$ cat src/rtl/control_unit_pkg.sv
// Shared encodings for the ID-stage control unit: opcodes, control-field codes,
// enable names and the bubble (NOP) control word.
package control_unit_pkg;

   localparam logic [6:0] LUI_OPCODE    = 7'b0110111;
   localparam logic [6:0] AUIPC_OPCODE  = 7'b0010111;
   localparam logic [6:0] JAL_OPCODE    = 7'b1101111;
   localparam logic [6:0] JALR_OPCODE   = 7'b1100111;
   localparam logic [6:0] BRANCH_OPCODE = 7'b1100011;
   localparam logic [6:0] LOAD_OPCODE   = 7'b0000011;
   localparam logic [6:0] STORE_OPCODE  = 7'b0100011;
   localparam logic [6:0] OP_IMM_OPCODE = 7'b0010011;
   localparam logic [6:0] OP_OPCODE     = 7'b0110011;

   localparam logic OP1SEL_RS1     = 1'b0;
   localparam logic OP1SEL_PC      = 1'b1;
   localparam logic OP2SEL_RS2     = 1'b0;
   localparam logic OP2SEL_IMM     = 1'b1;
   localparam logic MEM_WRITE_0    = 1'b0;
   localparam logic MEM_WRITE_1    = 1'b1;
   localparam logic MEM_READ_0     = 1'b0;
   localparam logic MEM_READ_1     = 1'b1;
   localparam logic REG_WRITE_EN_0 = 1'b0;
   localparam logic REG_WRITE_EN_1 = 1'b1;

   typedef enum logic [1:0] {
      WB_ALU = 2'b00,
      WB_MEM = 2'b01,
      WB_IMM = 2'b10,
      WB_PC4 = 2'b11
   } wb_sel_t;

   typedef enum logic [4:0] {
      ALU_ADD    = 5'd0,
      ALU_SUB    = 5'd1,
      ALU_SLL    = 5'd2,
      ALU_SLT    = 5'd3,
      ALU_SLTU   = 5'd4,
      ALU_XOR    = 5'd5,
      ALU_SRL    = 5'd6,
      ALU_SRA    = 5'd7,
      ALU_OR     = 5'd8,
      ALU_AND    = 5'd9,
      ALU_MUL    = 5'd10,
      ALU_MULH   = 5'd11,
      ALU_MULHSU = 5'd12,
      ALU_MULHU  = 5'd13,
      ALU_DIV    = 5'd14,
      ALU_DIVU   = 5'd15,
      ALU_REM    = 5'd16,
      ALU_REMU   = 5'd17
   } alu_op_t;

   typedef enum logic [2:0] {
      BJ_NO   = 3'b000,
      BJ_J    = 3'b001,
      BJ_BEQ  = 3'b010,
      BJ_BNE  = 3'b011,
      BJ_BLT  = 3'b100,
      BJ_BGE  = 3'b101,
      BJ_BLTU = 3'b110,
      BJ_BGEU = 3'b111
   } branch_jump_t;

   typedef enum logic [2:0] {
      IMM_I = 3'b000,
      IMM_S = 3'b001,
      IMM_B = 3'b010,
      IMM_U = 3'b011,
      IMM_J = 3'b100
   } imm_sel_t;

   // Which ALU-op table the sub-decoder should consult for this opcode.
   typedef enum logic [1:0] {
      CLS_OTHER  = 2'b00,
      CLS_OP_IMM = 2'b01,
      CLS_OP     = 2'b10
   } alu_class_t;

   typedef enum logic [1:0] {
      F7_OTHER  = 2'b00,
      F7_BASE   = 2'b01,
      F7_ALT    = 2'b10,
      F7_MULDIV = 2'b11
   } f7_kind_t;

   typedef struct packed {
      logic         op1sel;
      logic         op2sel;
      logic         mem_write;
      logic         mem_read;
      logic         reg_write_en;
      wb_sel_t      wb_sel;
      alu_op_t      alu_op;
      branch_jump_t branch_jump;
      imm_sel_t     imm_sel;
   } ctrl_t;

   localparam ctrl_t BUBBLE_CTRL = '{
      op1sel:       OP1SEL_RS1,
      op2sel:       OP2SEL_RS2,
      mem_write:    MEM_WRITE_0,
      mem_read:     MEM_READ_0,
      reg_write_en: REG_WRITE_EN_0,
      wb_sel:       WB_ALU,
      alu_op:       ALU_ADD,
      branch_jump:  BJ_NO,
      imm_sel:      IMM_I
   };

   function automatic f7_kind_t classify_funct7(input logic [6:0] funct7);
      f7_kind_t kind;
      kind = F7_OTHER;
      case (funct7)
         7'b0000000: kind = F7_BASE;
         7'b0100000: kind = F7_ALT;
         7'b0000001: kind = F7_MULDIV;
         default:    kind = F7_OTHER;
      endcase
      return kind;
   endfunction

endpackage

$ cat src/rtl/control_unit_alu_op_decoder.sv
// Maps (opcode class, FUNCT3, FUNCT7) to an ALU operation and an illegal flag.
// M-extension decodes are compiled in only when RV32M_EN is defined.
module alu_op_decoder
   import control_unit_pkg::*;
(
   input  logic [1:0] op_class,
   input  logic [2:0] funct3,
   input  logic [6:0] funct7,
   output logic [4:0] alu_op,
   output logic       illegal
);

   alu_op_t  base_op;
   logic     base_ok;
   alu_op_t  op;
   f7_kind_t f7_kind;

   assign f7_kind = classify_funct7(funct7);

   // NOTE: every variable driven here gets a default first so no path can infer a latch.
   always_comb begin
      base_op = ALU_ADD;
      base_ok = 1'b1;
      case (funct3)
         3'b000:  base_op = ALU_ADD;
         3'b001:  base_op = ALU_SLL;
         3'b010:  base_op = ALU_SLT;
         3'b011:  base_op = ALU_SLTU;
         3'b100:  base_op = ALU_XOR;
         3'b101:  base_op = ALU_SRL;
         3'b110:  base_op = ALU_OR;
         3'b111:  base_op = ALU_AND;
         default: base_ok = 1'b0;
      endcase
   end

   always_comb begin
      op      = ALU_ADD;
      illegal = 1'b0;
      case (op_class)
         CLS_OP_IMM: begin
            // Only the shift-immediates constrain FUNCT7; unknown FUNCT3 falls to base_ok.
            if (funct3 == 3'b001 || funct3 == 3'b101) begin
               case (f7_kind)
                  F7_BASE: op = base_op;
                  F7_ALT: begin
                     if (funct3 == 3'b101) op = ALU_SRA;
                     else                  illegal = 1'b1;
                  end
                  default: illegal = 1'b1;
               endcase
            end else begin
               op      = base_op;
               illegal = !base_ok;
            end
         end
         CLS_OP: begin
            case (f7_kind)
               F7_BASE: begin
                  op      = base_op;
                  illegal = !base_ok;
               end
               F7_ALT: begin
                  case (funct3)
                     3'b000:  op = ALU_SUB;
                     3'b101:  op = ALU_SRA;
                     default: illegal = 1'b1;
                  endcase
               end
               F7_MULDIV: begin
`ifdef RV32M_EN
                  case (funct3)
                     3'b000:  op = ALU_MUL;
                     3'b001:  op = ALU_MULH;
                     3'b010:  op = ALU_MULHSU;
                     3'b011:  op = ALU_MULHU;
                     3'b100:  op = ALU_DIV;
                     3'b101:  op = ALU_DIVU;
                     3'b110:  op = ALU_REM;
                     3'b111:  op = ALU_REMU;
                     default: illegal = 1'b1;
                  endcase
`else
                  illegal = 1'b1;
`endif
               end
               default: illegal = 1'b1;
            endcase
         end
         default: op = ALU_ADD;
      endcase
   end

   assign alu_op = op;

endmodule

$ cat src/rtl/control_unit.sv
// ID-stage registered instruction decoder for the RV32IM pipeline (ID/EX control register).
// Define RV32M_EN to enable decoding of the M-extension (FUNCT7=0000001) OP instructions.
module control_unit
   import control_unit_pkg::*;
(
   input  logic       CLK,
   input  logic       RESET,
   input  logic [6:0] OPCODE,
   input  logic [2:0] FUNCT3,
   input  logic [6:0] FUNCT7,
   output logic       OP1SEL,
   output logic       OP2SEL,
   output logic       MEM_WRITE,
   output logic       MEM_READ,
   output logic       REG_WRITE_EN,
   output logic [1:0] WB_SEL,
   output logic [4:0] ALU_OP,
   output logic [2:0] BRANCH_JUMP,
   output logic [2:0] IMM_SEL
);

   alu_class_t alu_class;
   logic [4:0] alu_dec;
   logic       alu_illegal;
   ctrl_t      dec;
   ctrl_t      ctrl_q;

   always_comb begin
      alu_class = CLS_OTHER;
      case (OPCODE)
         OP_IMM_OPCODE: alu_class = CLS_OP_IMM;
         OP_OPCODE:     alu_class = CLS_OP;
         default:       alu_class = CLS_OTHER;
      endcase
   end

   alu_op_decoder u_alu_op_decoder (
      .op_class (alu_class),
      .funct3   (FUNCT3),
      .funct7   (FUNCT7),
      .alu_op   (alu_dec),
      .illegal  (alu_illegal)
   );

   // NOTE: combinational decode uses blocking '=' so later fields see earlier ones this pass.
   always_comb begin
      dec = BUBBLE_CTRL;
      case (OPCODE)
         LUI_OPCODE: begin
            dec.reg_write_en = REG_WRITE_EN_1;
            dec.wb_sel       = WB_IMM;
            dec.imm_sel      = IMM_U;
            dec.op2sel       = OP2SEL_IMM;
         end
         AUIPC_OPCODE: begin
            dec.op1sel       = OP1SEL_PC;
            dec.op2sel       = OP2SEL_IMM;
            dec.imm_sel      = IMM_U;
            dec.reg_write_en = REG_WRITE_EN_1;
         end
         JAL_OPCODE: begin
            dec.op1sel       = OP1SEL_PC;
            dec.op2sel       = OP2SEL_IMM;
            dec.wb_sel       = WB_PC4;
            dec.branch_jump  = BJ_J;
            dec.imm_sel      = IMM_J;
            dec.reg_write_en = REG_WRITE_EN_1;
         end
         JALR_OPCODE: begin
            case (FUNCT3)
               3'b000: begin
                  dec.op2sel       = OP2SEL_IMM;
                  dec.wb_sel       = WB_PC4;
                  dec.branch_jump  = BJ_J;
                  dec.reg_write_en = REG_WRITE_EN_1;
               end
               default: dec = BUBBLE_CTRL;
            endcase
         end
         BRANCH_OPCODE: begin
            case (FUNCT3)
               3'b000:  dec.branch_jump = BJ_BEQ;
               3'b001:  dec.branch_jump = BJ_BNE;
               3'b100:  dec.branch_jump = BJ_BLT;
               3'b101:  dec.branch_jump = BJ_BGE;
               3'b110:  dec.branch_jump = BJ_BLTU;
               3'b111:  dec.branch_jump = BJ_BGEU;
               default: dec.branch_jump = BJ_NO;
            endcase
            // Target address is PC + B-immediate; illegal FUNCT3 leaves the bubble intact.
            if (dec.branch_jump != BJ_NO) begin
               dec.op1sel  = OP1SEL_PC;
               dec.op2sel  = OP2SEL_IMM;
               dec.imm_sel = IMM_B;
            end
         end
         LOAD_OPCODE: begin
            case (FUNCT3)
               3'b000, 3'b001, 3'b010, 3'b100, 3'b101: begin
                  dec.op2sel       = OP2SEL_IMM;
                  dec.mem_read     = MEM_READ_1;
                  dec.wb_sel       = WB_MEM;
                  dec.reg_write_en = REG_WRITE_EN_1;
               end
               default: dec = BUBBLE_CTRL;
            endcase
         end
         STORE_OPCODE: begin
            case (FUNCT3)
               3'b000, 3'b001, 3'b010: begin
                  dec.op2sel    = OP2SEL_IMM;
                  dec.mem_write = MEM_WRITE_1;
                  dec.imm_sel   = IMM_S;
               end
               default: dec = BUBBLE_CTRL;
            endcase
         end
         OP_IMM_OPCODE: begin
            if (!alu_illegal) begin
               dec.op2sel       = OP2SEL_IMM;
               dec.alu_op       = alu_op_t'(alu_dec);
               dec.reg_write_en = REG_WRITE_EN_1;
            end
         end
         OP_OPCODE: begin
            if (!alu_illegal) begin
               dec.alu_op       = alu_op_t'(alu_dec);
               dec.reg_write_en = REG_WRITE_EN_1;
            end
         end
         default: dec = BUBBLE_CTRL;
      endcase
   end

   // NOTE: sequential state uses non-blocking '<=' so all fields update together at the edge.
   always_ff @(posedge CLK or posedge RESET) begin
      if (RESET) ctrl_q <= BUBBLE_CTRL;
      else       ctrl_q <= dec;
   end

   assign OP1SEL       = ctrl_q.op1sel;
   assign OP2SEL       = ctrl_q.op2sel;
   assign MEM_WRITE    = ctrl_q.mem_write;
   assign MEM_READ     = ctrl_q.mem_read;
   assign REG_WRITE_EN = ctrl_q.reg_write_en;
   assign WB_SEL       = ctrl_q.wb_sel;
   assign ALU_OP       = ctrl_q.alu_op;
   assign BRANCH_JUMP  = ctrl_q.branch_jump;
   assign IMM_SEL      = ctrl_q.imm_sel;

endmodule

$ cat config.mk
export PLATFORM = sky130hd
export DESIGN_NAME = control_unit
export DESIGN_NICKNAME = d
export VERILOG_FILES = /design/src/rtl/control_unit_pkg.sv /design/src/rtl/control_unit_alu_op_decoder.sv /design/src/rtl/control_unit.sv
export SDC_FILE = /design/constraint.sdc
export NUM_CORES = 1
export LEC_CHECK = 0
export ABC_AREA = 1
export CAP_MARGIN = 30
export CORE_ASPECT_RATIO = 0.5
export CORE_MARGIN = 2
export CORE_UTILIZATION = 41
export DETAILED_ROUTE_END_ITERATION = 7
export GPL_TIMING_DRIVEN = 1
export MAX_ROUTING_LAYER = met4
export PLACE_DENSITY = 0.81
export SLEW_MARGIN = 20
export SYNTH_ARGS = -nofsm -noshare
export SYNTH_HDL_FRONTEND = slang
export SYNTH_SLANG_ARGS = --single-unit
$ cat constraint.sdc
create_clock -name CLK -period 0.8 [get_ports CLK]
set_clock_uncertainty 0.15 [all_clocks]
set_input_delay 0.16 -clock CLK [delete_from_list [all_inputs] [get_ports CLK]]
set_output_delay 0.16 -clock CLK [all_outputs]
set_load 0.03 [all_outputs]
==> impl_metrics.csv, run 1 <==
group,metric,value,unit
run_status,tool.error,"[ERROR DPL-0033] detailed placement checks failed during check placement.",
global_route,antenna_found_initial,0,
cts,clockRootBuffer,"clkbuf_8",
synthesis,synth_warnings,0,
die,num_io_pins,37,
run_status,stop_stage,"global routing",
cts,cts-buffers-inserted,3,
placed_design,hpwl,2400,um
synthesis,ys_seq_elements,17,
synthesis,synthXorXnorAreaFrac,0,%
synthesis,avgSynthCellArea,6.88,sq um
synthesis,seq_area_frac_synth,37.9,%
placed_design,dp_cells,265,
synthesis,synthMuxAreaShare,0,%
placed_design,gp_congestion,0.885,
die,initial_utilization,43.1,%
synthesis,synthAdderAreaFrac,10.0,%
die,die_w,78.0,um
run_status,outcome,"did not finish",
cts,h-tree-depth,1,
cts,cts_buffer_depth,2,
synthesis,netlist_area,1120,sq um
cts,cts.sinks,17,
timing,grt_worst_setup_endpoint,"ALU_OP[2]$_DFF_PP0_/D",
timing,worst_endpoint_kind,"sequential cell input",
placed_design,io_buffer_count,35,
global_route,grt_max_degree,18,
synthesis,synth_top_family_by_area,"simple AND/OR/NAND/NOR gates",
cts,cts_hold_buf,0,
synthesis,synth_nets,191,
synthesis,synth_compound_area_share,7.14,%
die,dieHeight,41.0,um
synthesis,ys_types,18,
synthesis,synth_simple_gate_area_share,32.1,%
die,core.rowCount,13,
synthesis,synth_cells,163,
-- what timing repair did --
action	CTS
pin swaps	35
setup buffers	13
endpoints found under the setup margin	34
hold endpoints to repair	0
resized for setup	169
-- through the flow --
| stage | setup WS (ns) | cell area [sq um] |
|---|---|---|
| CTS | -0.742 | 2410 |
| detailed placement | -1.33 | 1910 |
| global placement | -1.26 | 1910 |
| floorplan | -0.765 | 1290 |
-- cells in the mapped netlist --
master	number	area, sq um
o211ai_1	1	7.51
nand3_2	1	10.0
buf_4	1	7.51
nand2_1	38	143
nor2_1	22	82.6
nand3_1	18	90.1
nor2_2	2	12.5
or3_1	1	6.26
inv_1	34	128
o21ai_0	5	25.0
dfrtp_1	17	425
inv_2	1	3.75
a21oi_1	8	40.0
ha_1	9	113
nor3_1	2	10.0
a211oi_1	1	7.51
conb_1	1	3.75
nand2_2	1	6.26
-- cell families after synthesis --
group                    count (synthesis)
AND/OR/NAND/NOR                         85
AO/OA/AOI/OAI                           15
adder cells (fa/ha/maj)                  9
other                                    1
flip-flops                              17
buffers and inverters                   36
==> run 2, diff against run 1 <==
--- a/config.mk
+++ b/config.mk
@@ -7,13 +7,11 @@
 export LEC_CHECK = 0
 export ABC_AREA = 1
 export CAP_MARGIN = 30
-export CORE_ASPECT_RATIO = 0.5
-export CORE_MARGIN = 2
-export CORE_UTILIZATION = 41
+export CORE_AREA = 2 2 63 65
 export DETAILED_ROUTE_END_ITERATION = 7
+export DIE_AREA = 0 0 65 67
 export GPL_TIMING_DRIVEN = 1
-export MAX_ROUTING_LAYER = met4
-export PLACE_DENSITY = 0.81
+export PLACE_DENSITY_LB_ADDON = 0.15
 export SLEW_MARGIN = 20
 export SYNTH_ARGS = -nofsm -noshare
 export SYNTH_HDL_FRONTEND = slang
==> constraint.sdc (replaced) <==
create_clock -name CLK -period 1.04 [get_ports CLK]
set_clock_uncertainty 0.15 [all_clocks]
set_input_delay 0.208 -clock CLK [delete_from_list [all_inputs] [get_ports CLK]]
set_output_delay 0.208 -clock CLK [all_outputs]
set_load 0.03 [all_outputs]
==> run 2 against run 1 <==
Against the previous run: area after synthesis unchanged; synthesized cell count unchanged; the flow now finishes, with violations (negative setup slack).
==> impl_metrics.csv, run 2 <==
group,metric,value,unit
critical_path,critPathKind,"input port to flip-flop",
die,core.rowCount,22,
placed_design,gp_congestion,0.931,
drt,num_vias,1327,
cts,cts_hold_buf,0,
cts,clockRootBuffer,"clkbuf_8",
pwr,total_power,1.63,mW
pwr,p_leak,1.22,nW
synthesis,synth_top_area_share,37.9,%
run_status,violations,"negative setup slack",
drt,drt_iter0_drc,43,
final_layout,nNetsFinal,277,
timing,fin_crit_sh,152,%
global_route,grt_max_degree,18,
die,core_area,3610,sq um
timing,holdWs,0.138,ns
synthesis,seq_area_frac_synth,37.9,%
synthesis,synth_edf_count,0,
synthesis,ys_seq_elements,17,
critical_path,setup.worst_path.end,"ALU_OP[3]$_DFF_PP0_",
timing,setup_violations,29,
final_layout,diodes,0,
final_layout,area_growth,121,%
cts,cts_buffer_depth,2,
final_layout,drive_gt1_share,71.0,%
synthesis,yosysMostFrequentCell,"nand2_1",
cts,cts-buffers-inserted,3,
critical_path,start_kind,"input port",
synthesis,synth_top_flop_cell,"dfrtp_1",
die,dieArea,4360,sq um
drt,ant_nets,0,
die,dieHeight,67,um
global_route,grt_overflow,0,
critical_path,critPathRequiredTime,1.02,ns
timing,slew_viol_final,0,
timing,hold_violations,0,
pwr,p_per_area,657,nW/um^2
placed_design,hpwl,2430,um
die,num_io_pins,37,
global_route,grt_pass1_vias,1357,
synthesis,synth_warnings,0,
pwr,peakVddDrop,299,uV
final_layout,layout_common_cells,"buf_4, buf_6, nand2_1",
cts,cts.sinks,17,
synthesis,synthTopCellsByArea,"dfrtp_1, nand2_1, inv_1",
global_route,grt_first_pass_wirelength,6090,um
timing,max_freq,633,MHz
run_status,outcome,"finished with violations",
synthesis,ys_top_cells_by_count,"nand2_1, inv_1, nor2_1",
synthesis,synth_cells,163,
drt,drtPass1Iterations,4,
final_layout,layout_commonest_cell,"buf_4",
critical_path,cp_max_fo,4,
synthesis,ys_types,18,
critical_path,crit_path_start,"FUNCT7[3]",
drt,postRouteWirelength,3540,um
synthesis,avgSynthCellArea,6.88,sq um
cts,clk_pin_slew,0.06,ns
critical_path,endpoint_kind,"flip-flop",
die,initial_utilization,31.1,%
synthesis,synth_nets,191,
drt,drc,0,
global_route,grt_util_all_layers,18.1,%
die,die_w,65,um
drt,avgViaCountPerCell,4.48,
timing,rsz0062_at_grt,"yes",
synthesis,netlist_area,1120,sq um
global_route,antenna_found_initial,0,
synthesis,async_flop_share,100,%
timing,fin_ws,-0.541,ns
timing,period_minus_slack,1.58,ns
run,cap_viol_max_count,0,
final_layout,largest_reg_flops,4,
min_path,hold_path.class,"input port to async pin",
cts,h-tree-depth,1,
cts,cts_tree,"yes",
critical_path,worst-endpoint-arrival,1.56,ns
placed_design,io_buffer_count,35,
drt,drt-wirelength-per-cell,12.0,um
synthesis,synth_area_leader_cell,"dfrtp_1",
==> run 2: cell counts after synthesis <==
Identical to the previous run, type by type.
==> run 2: where the power goes <==
part	internal [mW]	total, mW	switching (mW)
Combinational	0.248	0.501	0.253
Clock	0.271	0.457	0.187
Sequential	0.668	0.670	0.00264
==> run 2: routing by layer <==
metal / up-vias / wire length [um] / global-route usage (%)
li1: 667 / - / -
met1: 626 / 1340 / 20.4
met2: 28 / 2000 / 34.4
met3: 6 / 130 / 1.86
met4: 0 / 68 / 7.45
met5: - / 0 / 0
==> run 2: worst min-delay path by stage <==
stage / endpoint / slack, ns / depth (start not counted)
3_5_place_dp: BRANCH_JUMP[1]$_DFF_PP0_ / 0.38 / 3
4_1_cts: MEM_READ$_DFF_PP0_ / 0.13 / 3
2_1_floorplan: ALU_OP[0]$_DFF_PP0_ / -0.02 / 1
6_report: MEM_READ$_DFF_PP0_ / 0.14 / 3
3_3_place_gp: BRANCH_JUMP[1]$_DFF_PP0_ / 0.39 / 3
5_1_grt: REG_WRITE_EN$_DFF_PP0_ / 0.14 / 3
==> run 2: layout make-up <==
type	count	area, sq um
Tap cell	48	60.1
Multi-Input combinational cell	110	996
Clock buffer	4	45.0
Timing Repair inverter	1	7.51
Inverter	35	171
Sequential cell	17	425
Fill cell	281	1130
Timing Repair Buffer	81	773
==> run 2: cells by family after synthesis <==
logic type	share of synthesized area [%]
simple gates	32.1
buf+inv	12.4
flops	37.9
compound gates	7.14
fa+ha+maj	10.0
other cells	0.335
==> run 2: per-stage QoR <==
| stage | TNS [ns] | area [sq um] | utilization (%) | cells | worst slack [ns] |
|---|---|---|---|---|---|
| after floorplan | -3.42 | 1230 | - | 163 | -0.573 |
| after global placement | -14.89 | 1850 | 51.3 | 276 | -1.16 |
| after detailed placement | -15.26 | 1850 | 51.3 | 276 | -1.22 |
| after CTS | -4.78 | 2320 | 64.4 | 297 | -0.548 |
| after global routing | -5.71 | 2480 | 68.7 | 296 | -0.615 |
| final | -4.61 | 2480 | 68.7 | 296 | -0.541 |
==> run 2: critical path: stages <==
cell and delay [ns]:
buf_6 0.09, or3_4 0.38, inv_4 0.08, nand2_4 0.06, inv_2 0.06, ha_4 0.16
inv_2 0.03, nand2_1 0.04, nand2_1 0.06, nor2_2 0.11, nand2_2 0.10, nand3_4 0.11
nor2_1 0.05
==> run 2: repair_timing <==
item	CTS	global route
gates resized for setup	163	46
pin swaps	36	30
gates cloned	1	0
buffers inserted	24	3
endpoints found under the hold margin	0	0
endpoints found under the setup margin	34	34
Note: power is estimated with default switching activity, not from simulation.
==> run 3, diff against run 2 <==
--- a/config.mk
+++ b/config.mk
@@ -15,4 +15,5 @@
 export SLEW_MARGIN = 20
 export SYNTH_ARGS = -nofsm -noshare
 export SYNTH_HDL_FRONTEND = slang
+export SYNTH_HIERARCHICAL = 1
 export SYNTH_SLANG_ARGS = --single-unit
==> run 3 against run 2 <==
Against the previous run: the run still ends with negative setup slack left; sequential cell count up 1; sequential power is 5.8% higher; clock power is 18% higher; combinational power decreased by 18%; core utilization down 5.6 points; synthesized cell count shrank 1.2%; sequential share of layout area is 2.6 points higher; maximum frequency down 5.3%; cell count fell by 2.7%; count of clock-buffer cells in the layout unchanged; global-route usage fell by 2.5 points; first-iteration DRC count decreased by 21%; critical endpoint is now ALU_OP[0]$_DFF_PP0_; largest power group unchanged.
==> impl_metrics.csv, run 3 <==
group,metric,value,unit
run_status,outcome,"finished with violations",
run_status,violations,"negative setup slack",
timing,setup_violations,26,
cts,cts_hold_buf,0,
die,num_io_pins,37,
placed_design,gp_congestion,0.852,
global_route,grt_max_degree,19,
placed_design,io_buffer_count,36,
synthesis,synth_area_leader_cell,"dfrtp_1",
critical_path,path_buf_inv,6,
synthesis,synth_nets,188,
global_route,grt_pass1_vias,1231,
synthesis,synth_cells,161,
timing,fin_ws,-0.630,ns
critical_path,start_kind,"input port",
placed_design,hpwl,2390,um
final_layout,fillers,312,
cts,clockRootBuffer,"clkbuf_8",
min_path,hold_path.class,"input port to async pin",
placed_design,dp_cells,273,
placed_design,place_area,1880,sq um
synthesis,yosysMostFrequentCell,"nand2_1",
final_layout,layout_commonest_cell,"buf_6",
global_route,grt_first_pass_wirelength,5300,um
cts,cts_buffer_depth,2,
global_route,grt_util_all_layers,15.6,%
synthesis,synth_warnings,6,
global_route,antenna_found_initial,0,
timing,tns,-4.96,ns
final_layout,nNetsFinal,268,
critical_path,worst-endpoint-arrival,1.70,ns
critical_path,critPathRequiredTime,1.07,ns
run,cap_viol_max_count,0,
timing,fin_crit_sh,161,%
placed_design,pre_cts_slack,-1.34,ns
synthesis,avgSynthCellArea,7.38,sq um
critical_path,endpoint_kind,"flip-flop",
cts,cts.sinks,18,
synthesis,netlist_area,1190,sq um
synthesis,synthTopCellsByArea,"dfrtp_1, nand2_1, inv_1",
drt,num_vias,1284,
final_layout,diodes,0,
die,die_w,65,um
synthesis,synth_edf_count,0,
drt,drt-wirelength-per-cell,10.7,um
synthesis,synth_top_area_share,37.9,%
drt,drt_iter0_drc,34,
timing,slew_viol_final,0,
die,core.rowCount,22,
synthesis,synth_top_flop_cell,"dfrtp_1",
pwr,peakVddDrop,396,uV
final_layout,stdcell_count,288,
drt,ant_nets,0,
critical_path,critPathSlowestCell,"nor3_4",
cts,clk_pin_slew,0.06,ns
timing,max_freq,599,MHz
final_layout,multi_input_area,846,sq um
pwr,p_leak,1.16,nW
cts,cts-buffers-inserted,3,
synthesis,ys_types,23,
synthesis,ys_seq_elements,18,
critical_path,cpMostUsedCell,"inv_2",
timing,period_minus_slack,1.67,ns
die,initial_utilization,33.0,%
pwr,p_per_area,729,nW/um^2
drt,avgViaCountPerCell,4.46,
timing,rsz0062_at_grt,"yes",
global_route,grt_overflow,0,
die,core_area,3610,sq um
critical_path,slowest_delay,0.19,ns
critical_path,cp_max_fo,5,
die,dieArea,4360,sq um
synthesis,seq_area_frac_synth,37.9,%
cts,cts_tree,"yes",
final_layout,layout_common_cells,"buf_6, buf_4, nand2_1",
drt,drtPass1Iterations,6,
final_layout,seq_area,450,sq um
synthesis,async_flop_share,100,%
critical_path,worstPathCellList,"buf_6 -> nor3_2 -> inv_2 -> nor3_4 -> buf_4 -> ha_4 -> inv_2 -> nor2_1 -> inv_1 -> nand2_1 -> a21oi_2 -> inv_2 -> nand3_2 -> nor2_1",
critical_path,critPathKind,"input port to flip-flop",
timing,hold_violations,0,
critical_path,crit_path_start,"FUNCT7[4]",
final_layout,largest_reg_flops,5,
drt,drc,0,
final_layout,drive_gt1_share,58.8,%
synthesis,ys_top_cells_by_count,"nand2_1, inv_1, dfrtp_1",
final_layout,area_growth,91.6,%
drt,postRouteWirelength,3080,um
cts,h-tree-depth,1,
die,dieHeight,67,um
critical_path,crit_family,"simple AND/OR/NAND/NOR gates",
final_layout,design_area,2280,sq um
[run 3: changes by cell type after synthesis, moves of 2 or more]
cell	previous run	this run
nor2_2	2	0
nand2_1	38	33
nor2_1	22	16
nand3_1	18	12
o21ai_1	0	2
nand2_2	1	4
inv_1	34	31
nand3_2	1	4
inv_2	1	6
[run 3: final timing paths]
path,end,depth (start not counted)
worst max-delay path,ALU_OP[0]$_DFF_PP0_,14
worst min-delay path,WB_SEL[0]$_DFF_PP0_,3
max in group asynchronous,BRANCH_JUMP[0]$_DFF_PP0_,3
min in group CLK,ALU_OP[1]$_DFF_PP0_,5
[run 3: layout make-up]
class	instances	share of cell area [%]
clock buffer	4	2.42
tap	48	2.64
sequential	18	19.8
timing repair buffer	76	30.8
multi-input combinational	105	37.1
inverter	37	7.25
[run 3: metrics by stage]
| step | power [mW] | utilization [%] | hold WS (ns) |
|---|---|---|---|
| after global routing | 1.75 | 63.2 | 0.150 |
| after global placement | 1.05 | 52.0 | 0.386 |
| after floorplan | 0.867 | - | -0.00343 |
| after detailed placement | 1.06 | 52.0 | 0.390 |
| final | 1.66 | 63.2 | 0.135 |
| after CTS | 1.65 | 60.6 | 0.138 |
[run 3: cell families (layout without fill, tap and decap cells)]
family          Yosys count  in the layout  share of synthesized area, %
simple gates             76             76                          31.3
other cells               1              1                         0.315
buf+inv                  38            117                          12.3
compound gates           19             19                          9.05
flops                    18             18                          37.9
xor+xnor                  1              1                         0.737
fa+ha+maj                 8              8                          8.42
[run 3: layer usage]
layer | track usage (%) | up-vias | part of all wire, %
li1 | - | 657 | -
met1 | 18.1 | 595 | 41
met2 | 29.0 | 28 | 55
met3 | 2.20 | 4 | 3.5
met4 | 5.59 | 0 | 0.71
met5 | 0 | - | 0
[run 3: what timing repair did]
| action | 4_1_cts | 5_1_grt |
|---|---|---|
| resized for setup | 106 | 40 |
| endpoints found under the setup margin | 35 | 33 |
| pin swaps | 30 | 26 |
| setup buffers | 9 | 7 |
[run 3: power breakdown]
group          switching (mW)  total (mW)  internal, mW  leakage [nW]
registers             0.00264       0.709         0.706         0.251
logic                   0.212       0.412         0.201         0.881
clock network           0.204       0.539         0.335        0.0288
total                   0.418        1.66          1.24          1.16
[run 3: worst min-delay path, stage by stage]
cell and delay (ns):
clkdlybuf4s50_1 0.40, inv_1 0.10, buf_12 0.16
==> run 4, diff against run 3 <==
==> constraint.sdc (replaced) <==
create_clock -name CLK -period 1.9 [get_ports CLK]
set_clock_uncertainty 0.15 [all_clocks]
set_input_delay 0.38 -clock CLK [delete_from_list [all_inputs] [get_ports CLK]]
set_output_delay 0.38 -clock CLK [all_outputs]
set_load 0.03 [all_outputs]
==> run 4 against run 3 <==
Against the previous run: the run now ends clean; non-clock buffer count down 14; worst setup slack better by 0.71 ns; wire length down 3.8%; die area unchanged; count of clock-buffer cells in the layout unchanged; critical path type unchanged.
==> impl_metrics.csv, run 4 (synthesized netlist as in run 3, its figures left out) <==
group,metric,value,unit
global_route,grt_overflow,0,
timing,slew_viol_final,0,
critical_path,start_kind,"input port",
die,dieHeight,67,um
final_layout,drive_gt1_share,41.2,%
final_layout,fin_util,57.4,%
placed_design,hpwl,2320,um
placed_design,io_buffer_count,36,
placed_design,gp_congestion,0.827,
final_layout,largest_reg_flops,5,
final_layout,design_area,2070,sq um
drt,ant_nets,0,
final_layout,layout_common_cells,"nand2_1, buf_4, inv_1, clkdlybuf4s50_1, dfrtp_1",
pwr,peakVddDrop,192,uV
drt,postRouteWirelength,2960,um
critical_path,critPathRequiredTime,1.89,ns
final_layout,area_growth,74.2,%
pwr,total_power,0.874,mW
drt,drc,0,
die,dieArea,4360,sq um
min_path,hold_path.class,"input port to async pin",
cts,cts_buffer_depth,2,
cts,clk_pin_slew,0.06,ns
cts,cts.sinks,18,
pwr,p_per_area,422,nW/um^2
global_route,grt_pass1_vias,1224,
cts,clockRootBuffer,"clkbuf_8",
critical_path,worst-endpoint-arrival,1.82,ns
pwr,p_leak,1.04,nW
critical_path,critPathKind,"input port to flip-flop",
timing,hold_violations,0,
drt,drtPass1Iterations,4,
placed_design,place_area,1840,sq um
die,initial_utilization,33.0,%
die,core.rowCount,22,
final_layout,nNetsFinal,254,
global_route,grt_max_degree,19,
global_route,antenna_found_initial,0,
timing,tns,0,ns
cts,cts_hold_buf,0,
timing,max_freq,549,MHz
cts,h-tree-depth,1,
drt,drt-wirelength-per-cell,10.8,um
die,core_area,3610,sq um
critical_path,endpoint_kind,"flip-flop",
timing,fin_crit_sh,95.9,%
run_status,outcome,"finished clean",
die,num_io_pins,37,
global_route,grt_first_pass_wirelength,4870,um
drt,avgViaCountPerCell,4.45,
drt,num_vias,1220,
timing,rsz0062_at_grt,"yes",
timing,setup_violations,0,
critical_path,cp_max_fo,3,
global_route,grt_util_all_layers,14.4,%
final_layout,layout_commonest_cell,"nand2_1",
timing,period_minus_slack,1.82,ns
final_layout,diodes,0,
cts,cts_tree,"yes",
drt,drt_iter0_drc,32,
final_layout,fillers,324,
cts,cts-buffers-inserted,3,
run,cap_viol_max_count,0,
die,die_w,65,um
run 4: cell types whose count changed in the layout (fill, tap and decap cells not counted), moves of 4 or more:
cell / delta
buf_6: -27
clkdlybuf4s50_1: +18
buf_4: -7
nand2_1: +4
o21ai_1: +5
run 4: where the power goes:
part	total, mW	switching, mW	leakage (nW)	internal (mW)
Sequential	0.387	0.000763	0.251	0.387
Combinational	0.187	0.106	0.761	0.0814
Clock	0.299	0.116	0.0288	0.184
run 4: metal layers:
layer  vias up  track usage (%)  wire length, um
met3        11             1.69              112
met5         -                0                0
met2        35             27.3             1590
met4         0             6.38               91
met1       551             16.0             1170
li1        623                -                -
run 4: critical path: stages:
cell and delay (ns):
buf_6 0.10, nor3_4 0.17, inv_2 0.08, nor3_4 0.24, inv_2 0.07, ha_4 0.18
inv_4 0.05, o211ai_1 0.09, a21oi_2 0.13, inv_2 0.07, nand3_2 0.06, nand2_1 0.05
nor2_1 0.09, nand2_1 0.05
run 4: timing repair:
action | 4_1_cts | 5_1_grt
gates cloned | 0 | 0
setup endpoints to repair | 6 | 6
resized for setup | 52 | 42
buffers inserted | 2 | 2
pin swaps | 23 | 23
run 4: metrics by stage:
step,hold slack [ns],instances,worst slack (ns)
after floorplan,0.169,161,-0.0390
after global placement,0.559,267,-0.666
after detailed placement,0.565,267,-0.687
after CTS,0.308,273,-0.000501
after global routing,0.322,274,-0.0326
final,0.294,274,0.0783
run 4: final timing paths:
check	startpoint	endpoint	slack, ns	cells past startpoint
worst max-delay path	FUNCT7[6]	OP2SEL$_DFF_PP0_	0.08	14
max in group asynchronous	RESET	WB_SEL[0]$_DFF_PP0_	1.12	3
worst min-delay path	RESET	ALU_OP[4]$_DFF_PP0_	0.29	3
min in group CLK	OPCODE[4]	MEM_READ$_DFF_PP0_	0.33	4
run 4: final cells by class:
cell class,count,area [sq um],share of cell area (%)
multi-input cells,105,800,38.6
inverters,37,165,7.98
clock buffers,4,55.1,2.66
well taps,48,60.1,2.90
repair buffers,62,541,26.1
flip-flops and latches,18,450,21.8
